--- src/rtl/id_stage_pkg.sv ---
// Shared decode constants for the RV32I decode stage: ALU one-hot bit
// positions, major opcodes, the reset NOP, and instruction classification.
package id_stage_pkg;

    localparam int ALU_W    = 11;
    localparam int ALU_ADD  = 0;
    localparam int ALU_SUB  = 1;
    localparam int ALU_SLT  = 2;
    localparam int ALU_SLTU = 3;
    localparam int ALU_AND  = 4;
    localparam int ALU_OR   = 5;
    localparam int ALU_XOR  = 6;
    localparam int ALU_LUI  = 7;
    localparam int ALU_SLL  = 8;
    localparam int ALU_SRL  = 9;
    localparam int ALU_SRA  = 10;

    localparam logic [6:0] OPC_OP    = 7'b0110011;
    localparam logic [6:0] OPC_OPIMM = 7'b0010011;
    localparam logic [6:0] OPC_LUI   = 7'b0110111;
    localparam logic [6:0] OPC_AUIPC = 7'b0010111;
    localparam logic [6:0] OPC_JAL   = 7'b1101111;
    localparam logic [6:0] OPC_JALR  = 7'b1100111;

    // addi x0, x0, 0
    localparam logic [31:0] NOP_ENC = 32'h0000_0013;

    typedef enum logic [2:0] {
        CLS_OP,
        CLS_OPIMM,
        CLS_LUI,
        CLS_AUIPC,
        CLS_JAL,
        CLS_JALR,
        CLS_ILL
    } inst_cls_e;

    // Sort an instruction word into one of the supported classes. Any
    // funct7/funct3 combination the base ISA leaves undefined is illegal.
    function automatic inst_cls_e classify(input logic [31:0] inst);
        inst_cls_e cls;
        cls = CLS_ILL;
        case (inst[6:0])
            OPC_OP:
                if (inst[31:25] == 7'b0000000 ||
                    (inst[31:25] == 7'b0100000 &&
                     (inst[14:12] == 3'b000 || inst[14:12] == 3'b101)))
                    cls = CLS_OP;
            OPC_OPIMM:
                case (inst[14:12])
                    3'b001:  if (inst[31:25] == 7'b0000000) cls = CLS_OPIMM;
                    3'b101:  if (inst[31:25] == 7'b0000000 ||
                                 inst[31:25] == 7'b0100000) cls = CLS_OPIMM;
                    default: cls = CLS_OPIMM;
                endcase
            OPC_LUI:   cls = CLS_LUI;
            OPC_AUIPC: cls = CLS_AUIPC;
            OPC_JAL:   cls = CLS_JAL;
            OPC_JALR:  if (inst[14:12] == 3'b000) cls = CLS_JALR;
            default:   cls = CLS_ILL;
        endcase
        return cls;
    endfunction

    // Map funct3 of an OP/OP-IMM instruction to its one-hot ALU code;
    // alt selects SUB/SRA over ADD/SRL.
    function automatic logic [ALU_W-1:0] f3_alu_op(input logic [2:0] funct3,
                                                   input logic       alt);
        logic [ALU_W-1:0] op;
        op = '0;
        case (funct3)
            3'b000: if (alt) op[ALU_SUB] = 1'b1; else op[ALU_ADD] = 1'b1;
            3'b001: op[ALU_SLL]  = 1'b1;
            3'b010: op[ALU_SLT]  = 1'b1;
            3'b011: op[ALU_SLTU] = 1'b1;
            3'b100: op[ALU_XOR]  = 1'b1;
            3'b101: if (alt) op[ALU_SRA] = 1'b1; else op[ALU_SRL] = 1'b1;
            3'b110: op[ALU_OR]   = 1'b1;
            3'b111: op[ALU_AND]  = 1'b1;
            default: op = '0;
        endcase
        return op;
    endfunction

endpackage

--- src/rtl/id_stage_if.sv ---
// Fetch->decode handshake and the decoded bundle handed to execute.
// master = surrounding pipeline (fetch/execute side), slave = decode stage.
interface id_stage_if;
    import id_stage_pkg::*;

    logic             fs_to_ds_valid;
    logic [31:0]      fs_pc;
    logic [31:0]      fs_inst;
    logic             ds_allowin;
    logic             es_allowin;
    logic             ds_to_es_valid;
    logic             flush;
    logic [ALU_W-1:0] ds_alu_op;
    logic [31:0]      ds_alu_src1;
    logic [31:0]      ds_alu_src2;
    logic [4:0]       ds_rd;
    logic             ds_gr_we;
    logic [31:0]      ds_pc;
    logic             ds_illegal;
    logic             br_taken;
    logic [31:0]      br_target;

    modport master (
        output fs_to_ds_valid, fs_pc, fs_inst, es_allowin, flush,
        input  ds_allowin, ds_to_es_valid, ds_alu_op, ds_alu_src1, ds_alu_src2,
               ds_rd, ds_gr_we, ds_pc, ds_illegal, br_taken, br_target
    );

    modport slave (
        input  fs_to_ds_valid, fs_pc, fs_inst, es_allowin, flush,
        output ds_allowin, ds_to_es_valid, ds_alu_op, ds_alu_src1, ds_alu_src2,
               ds_rd, ds_gr_we, ds_pc, ds_illegal, br_taken, br_target
    );

endinterface

--- src/rtl/id_stage_imm_gen.sv ---
// Sign-extended I/U/J immediates from the upper instruction bits.
module id_stage_imm_gen (
    input  logic [31:12]       inst,
    output logic signed [31:0] imm_i,
    output logic signed [31:0] imm_u,
    output logic signed [31:0] imm_j
);

    assign imm_i = {{20{inst[31]}}, inst[31:20]};
    assign imm_u = {inst[31:12], 12'h000};
    assign imm_j = {{12{inst[31]}}, inst[19:12], inst[20], inst[30:21], 1'b0};

endmodule

--- src/rtl/id_stage.sv ---
// RV32I decode stage: holds one instruction from fetch, reads the register
// file, decodes ALU op/operands, stalls on RAW hazards against EX/MEM, and
// resolves JAL/JALR redirects at the moment of handoff to execute.
module id_stage
    import id_stage_pkg::*;
#(
    parameter logic [31:0] PC_RESET = 32'h0000_0000,
    parameter logic [31:0] NOP_INST = NOP_ENC
) (
    input  logic        clk,
    input  logic        resetn,
    id_stage_if.slave   bus,
    output logic [4:0]  rf_raddr1,
    output logic [4:0]  rf_raddr2,
    input  logic [31:0] rf_rdata1,
    input  logic [31:0] rf_rdata2,
    input  logic        es_valid,
    input  logic        es_gr_we,
    input  logic [4:0]  es_rd,
    input  logic        ms_valid,
    input  logic        ms_gr_we,
    input  logic [4:0]  ms_rd
);

    logic               vld_p0;
    logic [31:0]        inst_p0;
    logic [31:0]        pc_p0;

    inst_cls_e          cls;
    logic [4:0]         rs1;
    logic [4:0]         rs2;
    logic [4:0]         rd;
    logic [2:0]         funct3;
    logic signed [31:0] imm_i;
    logic signed [31:0] imm_u;
    logic signed [31:0] imm_j;

    logic [ALU_W-1:0]   alu_op;
    logic [31:0]        src1;
    logic [31:0]        src2;
    logic               use_rs1;
    logic               use_rs2;
    logic               illegal;
    logic               is_jump;
    logic               rs1_hit;
    logic               rs2_hit;
    logic               hazard;
    logic               ready_go;
    logic               allowin;

    assign rs1    = inst_p0[19:15];
    assign rs2    = inst_p0[24:20];
    assign rd     = inst_p0[11:7];
    assign funct3 = inst_p0[14:12];
    assign cls    = classify(inst_p0);

    id_stage_imm_gen u_imm_gen (
        .inst  (inst_p0[31:12]),
        .imm_i (imm_i),
        .imm_u (imm_u),
        .imm_j (imm_j)
    );

    // Decode register: flush squashes the slot; otherwise accept when allowed.
    always_ff @(posedge clk or negedge resetn) begin
        if (!resetn) begin
            vld_p0  <= 1'b0;
            inst_p0 <= NOP_INST;
            pc_p0   <= PC_RESET;
        end else if (bus.flush) begin
            vld_p0  <= 1'b0;
        end else if (allowin) begin
            vld_p0 <= bus.fs_to_ds_valid;
            if (bus.fs_to_ds_valid) begin
                inst_p0 <= bus.fs_inst;
                pc_p0   <= bus.fs_pc;
            end
        end
    end

    // Operand/opcode selection per instruction class; illegal leaves all zero.
    always_comb begin
        alu_op  = '0;
        src1    = '0;
        src2    = '0;
        use_rs1 = 1'b0;
        use_rs2 = 1'b0;
        case (cls)
            CLS_OP: begin
                alu_op  = f3_alu_op(funct3, inst_p0[30]);
                src1    = rf_rdata1;
                src2    = rf_rdata2;
                use_rs1 = 1'b1;
                use_rs2 = 1'b1;
            end
            CLS_OPIMM: begin
                // Only the right shifts have an alternate (arithmetic) form.
                alu_op  = f3_alu_op(funct3, (funct3 == 3'b101) && inst_p0[30]);
                src1    = rf_rdata1;
                src2    = (funct3[1:0] == 2'b01) ? {27'd0, inst_p0[24:20]} : imm_i;
                use_rs1 = 1'b1;
            end
            CLS_LUI: begin
                alu_op[ALU_LUI] = 1'b1;
                src2            = imm_u;
            end
            CLS_AUIPC: begin
                alu_op[ALU_ADD] = 1'b1;
                src1            = pc_p0;
                src2            = imm_u;
            end
            CLS_JAL: begin
                alu_op[ALU_ADD] = 1'b1;
                src1            = pc_p0;
                src2            = 32'd4;
            end
            CLS_JALR: begin
                alu_op[ALU_ADD] = 1'b1;
                src1            = pc_p0;
                src2            = 32'd4;
                use_rs1         = 1'b1;
            end
            default: begin
                alu_op = '0;
            end
        endcase
    end

    // x0 never creates a dependency; illegal words never stall.
    assign rs1_hit  = (rs1 != 5'd0) &&
                      ((es_valid && es_gr_we && (es_rd == rs1)) ||
                       (ms_valid && ms_gr_we && (ms_rd == rs1)));
    assign rs2_hit  = (rs2 != 5'd0) &&
                      ((es_valid && es_gr_we && (es_rd == rs2)) ||
                       (ms_valid && ms_gr_we && (ms_rd == rs2)));
    assign illegal  = (cls == CLS_ILL);
    assign hazard   = !illegal && ((use_rs1 && rs1_hit) || (use_rs2 && rs2_hit));
    assign ready_go = !hazard;
    assign allowin  = !vld_p0 || (ready_go && bus.es_allowin);
    assign is_jump  = (cls == CLS_JAL) || (cls == CLS_JALR);

    assign rf_raddr1 = rs1;
    assign rf_raddr2 = rs2;

    assign bus.ds_allowin     = allowin;
    assign bus.ds_to_es_valid = vld_p0 && ready_go;
    assign bus.ds_alu_op      = alu_op;
    assign bus.ds_alu_src1    = src1;
    assign bus.ds_alu_src2    = src2;
    assign bus.ds_rd          = rd;
    assign bus.ds_gr_we       = !illegal && (rd != 5'd0);
    assign bus.ds_pc          = pc_p0;
    assign bus.ds_illegal     = illegal;

    // Redirect only on the cycle the jump actually moves into execute.
    assign bus.br_taken  = vld_p0 && ready_go && bus.es_allowin && !bus.flush && is_jump;
    assign bus.br_target = (cls == CLS_JAL) ? (pc_p0 + $unsigned(imm_j))
                                            : ((rf_rdata1 + $unsigned(imm_i)) & ~32'h1);

endmodule

--- src/flat_wrapper.sv ---
// flat-port wrapper written by rule: the top's interface ports become plain ports
module id_stage_flat import id_stage_pkg::*;
#(
    parameter logic [31:0] PC_RESET = 32'h0000_0000,
    parameter logic [31:0] NOP_INST = NOP_ENC
)
  (clk, resetn, rf_raddr1, rf_raddr2, rf_rdata1, rf_rdata2, es_valid, es_gr_we, es_rd, ms_valid, ms_gr_we, ms_rd, bus_fs_to_ds_valid, bus_fs_pc, bus_fs_inst, bus_es_allowin, bus_flush, bus_ds_allowin, bus_ds_to_es_valid, bus_ds_alu_op, bus_ds_alu_src1, bus_ds_alu_src2, bus_ds_rd, bus_ds_gr_we, bus_ds_pc, bus_ds_illegal, bus_br_taken, bus_br_target);
  id_stage_if bus_i ();
  input  logic clk;
  input  logic resetn;
  output logic [4:0] rf_raddr1;
  output logic [4:0] rf_raddr2;
  input  logic [31:0] rf_rdata1;
  input  logic [31:0] rf_rdata2;
  input  logic es_valid;
  input  logic es_gr_we;
  input  logic [4:0] es_rd;
  input  logic ms_valid;
  input  logic ms_gr_we;
  input  logic [4:0] ms_rd;
  input wire logic [$bits(bus_i.fs_to_ds_valid)-1:0] bus_fs_to_ds_valid;
  input wire logic [$bits(bus_i.fs_pc)-1:0] bus_fs_pc;
  input wire logic [$bits(bus_i.fs_inst)-1:0] bus_fs_inst;
  input wire logic [$bits(bus_i.es_allowin)-1:0] bus_es_allowin;
  input wire logic [$bits(bus_i.flush)-1:0] bus_flush;
  output wire logic [$bits(bus_i.ds_allowin)-1:0] bus_ds_allowin;
  output wire logic [$bits(bus_i.ds_to_es_valid)-1:0] bus_ds_to_es_valid;
  output wire logic [$bits(bus_i.ds_alu_op)-1:0] bus_ds_alu_op;
  output wire logic [$bits(bus_i.ds_alu_src1)-1:0] bus_ds_alu_src1;
  output wire logic [$bits(bus_i.ds_alu_src2)-1:0] bus_ds_alu_src2;
  output wire logic [$bits(bus_i.ds_rd)-1:0] bus_ds_rd;
  output wire logic [$bits(bus_i.ds_gr_we)-1:0] bus_ds_gr_we;
  output wire logic [$bits(bus_i.ds_pc)-1:0] bus_ds_pc;
  output wire logic [$bits(bus_i.ds_illegal)-1:0] bus_ds_illegal;
  output wire logic [$bits(bus_i.br_taken)-1:0] bus_br_taken;
  output wire logic [$bits(bus_i.br_target)-1:0] bus_br_target;
  assign bus_i.fs_to_ds_valid = bus_fs_to_ds_valid;
  assign bus_i.fs_pc = bus_fs_pc;
  assign bus_i.fs_inst = bus_fs_inst;
  assign bus_i.es_allowin = bus_es_allowin;
  assign bus_i.flush = bus_flush;
  assign bus_ds_allowin = bus_i.ds_allowin;
  assign bus_ds_to_es_valid = bus_i.ds_to_es_valid;
  assign bus_ds_alu_op = bus_i.ds_alu_op;
  assign bus_ds_alu_src1 = bus_i.ds_alu_src1;
  assign bus_ds_alu_src2 = bus_i.ds_alu_src2;
  assign bus_ds_rd = bus_i.ds_rd;
  assign bus_ds_gr_we = bus_i.ds_gr_we;
  assign bus_ds_pc = bus_i.ds_pc;
  assign bus_ds_illegal = bus_i.ds_illegal;
  assign bus_br_taken = bus_i.br_taken;
  assign bus_br_target = bus_i.br_target;
  id_stage #(.PC_RESET(PC_RESET), .NOP_INST(NOP_INST)) u_core (.clk(clk), .resetn(resetn), .bus(bus_i), .rf_raddr1(rf_raddr1), .rf_raddr2(rf_raddr2), .rf_rdata1(rf_rdata1), .rf_rdata2(rf_rdata2), .es_valid(es_valid), .es_gr_we(es_gr_we), .es_rd(es_rd), .ms_valid(ms_valid), .ms_gr_we(ms_gr_we), .ms_rd(ms_rd));
endmodule
--- config.mk ---
export PLATFORM = sky130hd
export DESIGN_NAME = id_stage_flat
export DESIGN_NICKNAME = d
export VERILOG_FILES = /design/src/rtl/id_stage_pkg.sv /design/src/rtl/id_stage_if.sv /design/src/rtl/id_stage_imm_gen.sv /design/src/rtl/id_stage.sv /design/src/flat_wrapper.sv
export SDC_FILE = /design/constraint.sdc
export NUM_CORES = 1
export LEC_CHECK = 0
export ABC_AREA = 1
export ABC_CLOCK_PERIOD_IN_PS = 3100
export CAP_MARGIN = 5
export CORE_ASPECT_RATIO = 1.2
export CORE_MARGIN = 2
export CORE_UTILIZATION = 47
export DETAILED_ROUTE_END_ITERATION = 6
export GPL_TIMING_DRIVEN = 0
export PLACE_DENSITY = 0.83
export SETUP_SLACK_MARGIN = 0.1
export SLEW_MARGIN = 20
export SYNTH_ARGS = -nofsm -noshare
export SYNTH_HDL_FRONTEND = slang
export SYNTH_SLANG_ARGS = --single-unit
--- constraint.sdc ---
create_clock -name clk -period 3.1 [get_ports clk]
set_input_delay 0.31 -clock clk [delete_from_list [all_inputs] [get_ports clk]]
set_output_delay 0.31 -clock clk [all_outputs]
set_load 0.02 [all_outputs]
==> reports/metrics.yaml <==
status: "finished, final reports clean"
skew_ps: 8.16
drtPass1Iterations: 6
area_growth_pct: 63.7
vias_per_cell: 5.96
fill_cells: 1345
grt_pass1_wl_mm: 61.9
power.total_mw: 6.73
grt_pass1_vias: 11635
busiest_layer: "met2"
synth_common_cells: "460 x nand2_1, 135 x nor2_1, 134 x inv_1"
critPathCaptureType: "output port"
insertion_delay_ps: 350
dpl.cell_count: 1942
die_height_um: 153
fin_nets: 2008
slowest_stage: "dfrtp_2"
via_count: 12094
seq_area_um2: 1660
postSynthCellCount: 1412
wl_per_cell_um: 21.3
cp-start-kind: "flip-flop"
synth-edff-count: 0
async_flop_share: 1.00
synth_seq_area_share: 0.188
ys.flop_type: "dfrtp_1"
use_met2: 0.701
synth_area_um2: 8670
hold_violations: 0
max-clock-path-buffers: 2
hold_slack_ps: 400
met1_usage: 0.461
gp_congestion: 0.994
rsz0062_at_grt: "yes"
clk_pin_slew_ps: 60
root_buffer: "clkbuf_16"
syn-num-nets: 1621
drc: 0
dr.first_iter.drc_count: 1102
core.rowCount: 54
p_leak_nw: 6.73
cp_max_fo: 4
tightestPinTransition_ps: 715
period_needed_ps: 3080
ir_drop_mv: 0.250
placed_area_um2: 12000
relSlewSlack: 0.523
slowest_delay_ps: 490
start_util: 0.479
die-area_um2: 19500
grt_use_met3: 0.0779
grt_antenna_before_repair: 0
num_antenna_cells: 0
die_w_um: 128
synthMostInstantiatedCell: "nand2_1"
yosysTopAreaCell: "nand2_1"
synth_top_area_share: 0.199
maxCapViolCount: 0
hold_class: "input port to async pin"
tritoncts: "yes"
antenna_left: 0
synth.top_cells.by_area: "nand2_1 20%, dfrtp_1 18%, ha_1 8.7%"
cellPowerDensity_nw_per_um2: 475
clock_sinks: 65
worstSetupPathType: "flip-flop to output port"
finalNonFillerCells: 2028
hpwlAfterDp_mm: 31.5
numPortBuffers: 305
fmaxAchievable_ghz: 0.325
arrival_ps: 2770
cp.required_ps: 2790
cts-htree-levels: 3
drive_gt1_frac: 0.295
wl_mm: 43.2
setup-violations-final: 0
final_max_slew_viol_count: 0
syn_avg_cell_area_um2: 6.14
ys_ff_latch: 65
period_share: 0.992
core_um2: 18100
ios: 306
synth.distinct_cells: 45
path_cells: "clkinvlp_4 > fa_2 > o21ai_4 > a21oi_4 > inv_2 > nand4_1 > nand3b_1 > xor2_1 > nand2_1 > nand2_2 > buf_6"
final_area_um2: 14200
fin_util: 0.784
grt.overflow.total: 0
grt_max_degree: 44
ys_warn_count: 0
multi_input_area_um2: 7510
track_usage: 0.410
cts_buffers: 9
[area by class of cell]
type / instances / area share
Tap cell: 224 / 0.0198
Clock buffer: 11 / 0.0171
Inverter: 142 / 0.0399
Multi-Input combinational cell: 1147 / 0.529
Sequential cell: 65 / 0.117
Buffer: 57 / 0.0328
Timing Repair Buffer: 377 / 0.240
Clock inverter: 5 / 0.00388
[state kept, by name, indices dropped and copies added, names as in the netlist]
signal and flops:
u_core.vld_p0 1, u_core.bus.ds_pc 32, u_core.inst_p0 32
[where the power goes]
part	switching, mW	total, mW	internal (mW)
Clock	0.413	1.05	0.642
Combinational	2.55	4.42	1.87
Sequential	0.281	1.26	0.983
Total	3.24	6.73	3.49
[metal layers]
metal,up-vias,share of wire,routed length [um]
met5,-,0,0
met4,0,0.087,3740
met3,267,0.093,4040
met2,899,0.47,20400
met1,5500,0.35,15000
li1,5428,-,-
[cells by family after synthesis]
family / synth area share
simple gates: 0.415
flops: 0.188
compound gates: 0.155
xor+xnor: 0.0455
buf+inv: 0.105
fa+ha+maj: 0.0912
[critical path, delay by kind of cell (launching register included)]
family / cells / cell delay (ps)
flip-flops: 1 / 490
XOR/XNOR: 1 / 210
buffers and inverters: 3 / 400
AO/OA/AOI/OAI: 2 / 400
adder cells (fa/ha/maj): 1 / 420
AND/OR/NAND/NOR: 4 / 490
[path summary, 6_finish.rpt]
kind	slack (ps)	startpoint	cells after the start	end
min	400	resetn	2	u_core.inst_p0[17]$_DFFE_PN0P_
max in group asynchronous	2100	resetn	3	u_core.inst_p0[4]$_DFFE_PN1P_
max reg2reg	470	u_core.inst_p0[13]$_DFFE_PN0P_	15	u_core.bus.ds_pc[15]$_DFFE_PN0P_
min reg2reg	470	u_core.inst_p0[0]$_DFFE_PN1P_	2	u_core.inst_p0[0]$_DFFE_PN1P_
max	20	u_core.inst_p0[21]$_DFFE_PN0P_	11	bus_br_target[22]
min in group clk	470	u_core.inst_p0[0]$_DFFE_PN1P_	2	u_core.inst_p0[0]$_DFFE_PN1P_
[cells in the final DEF (no fill, tap or decap), types with 13 or more instances in the layout]
cell type and n:
nand2_1 433, clkdlybuf4s50_1 195, inv_1 120, nor2_1 101, buf_4 99, nand3_1 96
nand3_2 55, a21oi_1 49, buf_2 43, dfrtp_1 43, ha_4 41, o21ai_0 33
xor2_1 29, buf_6 28, a21oi_2 27, nand2_2 26, o21ai_1 24, clkbuf_2 22
nor2_2 21, o211ai_1 21, nor2_4 18, dfrtp_2 18, o21ai_2 17, dlygate4sd2_1 17
inv_2 13, ha_1 13
[what timing repair did]
action,4_1_cts,5_1_grt
endpoints found under the hold margin,22,0
resized for setup,549,288
setup endpoints to repair,111,108
gates cloned,0,1
hold buffers,1,0
pin swaps,30,51
setup buffers,47,22
[through the flow]
step	setup TNS (ps)	worst slack (ps)
6_report	0	24.7
5_1_grt	-243	-75.8
2_1_floorplan	0	224
4_1_cts	0	39.1
3_5_place_dp	-44440	-1430
3_3_place_gp	-112090	-1420
Power figures use the tool's default switching activity.
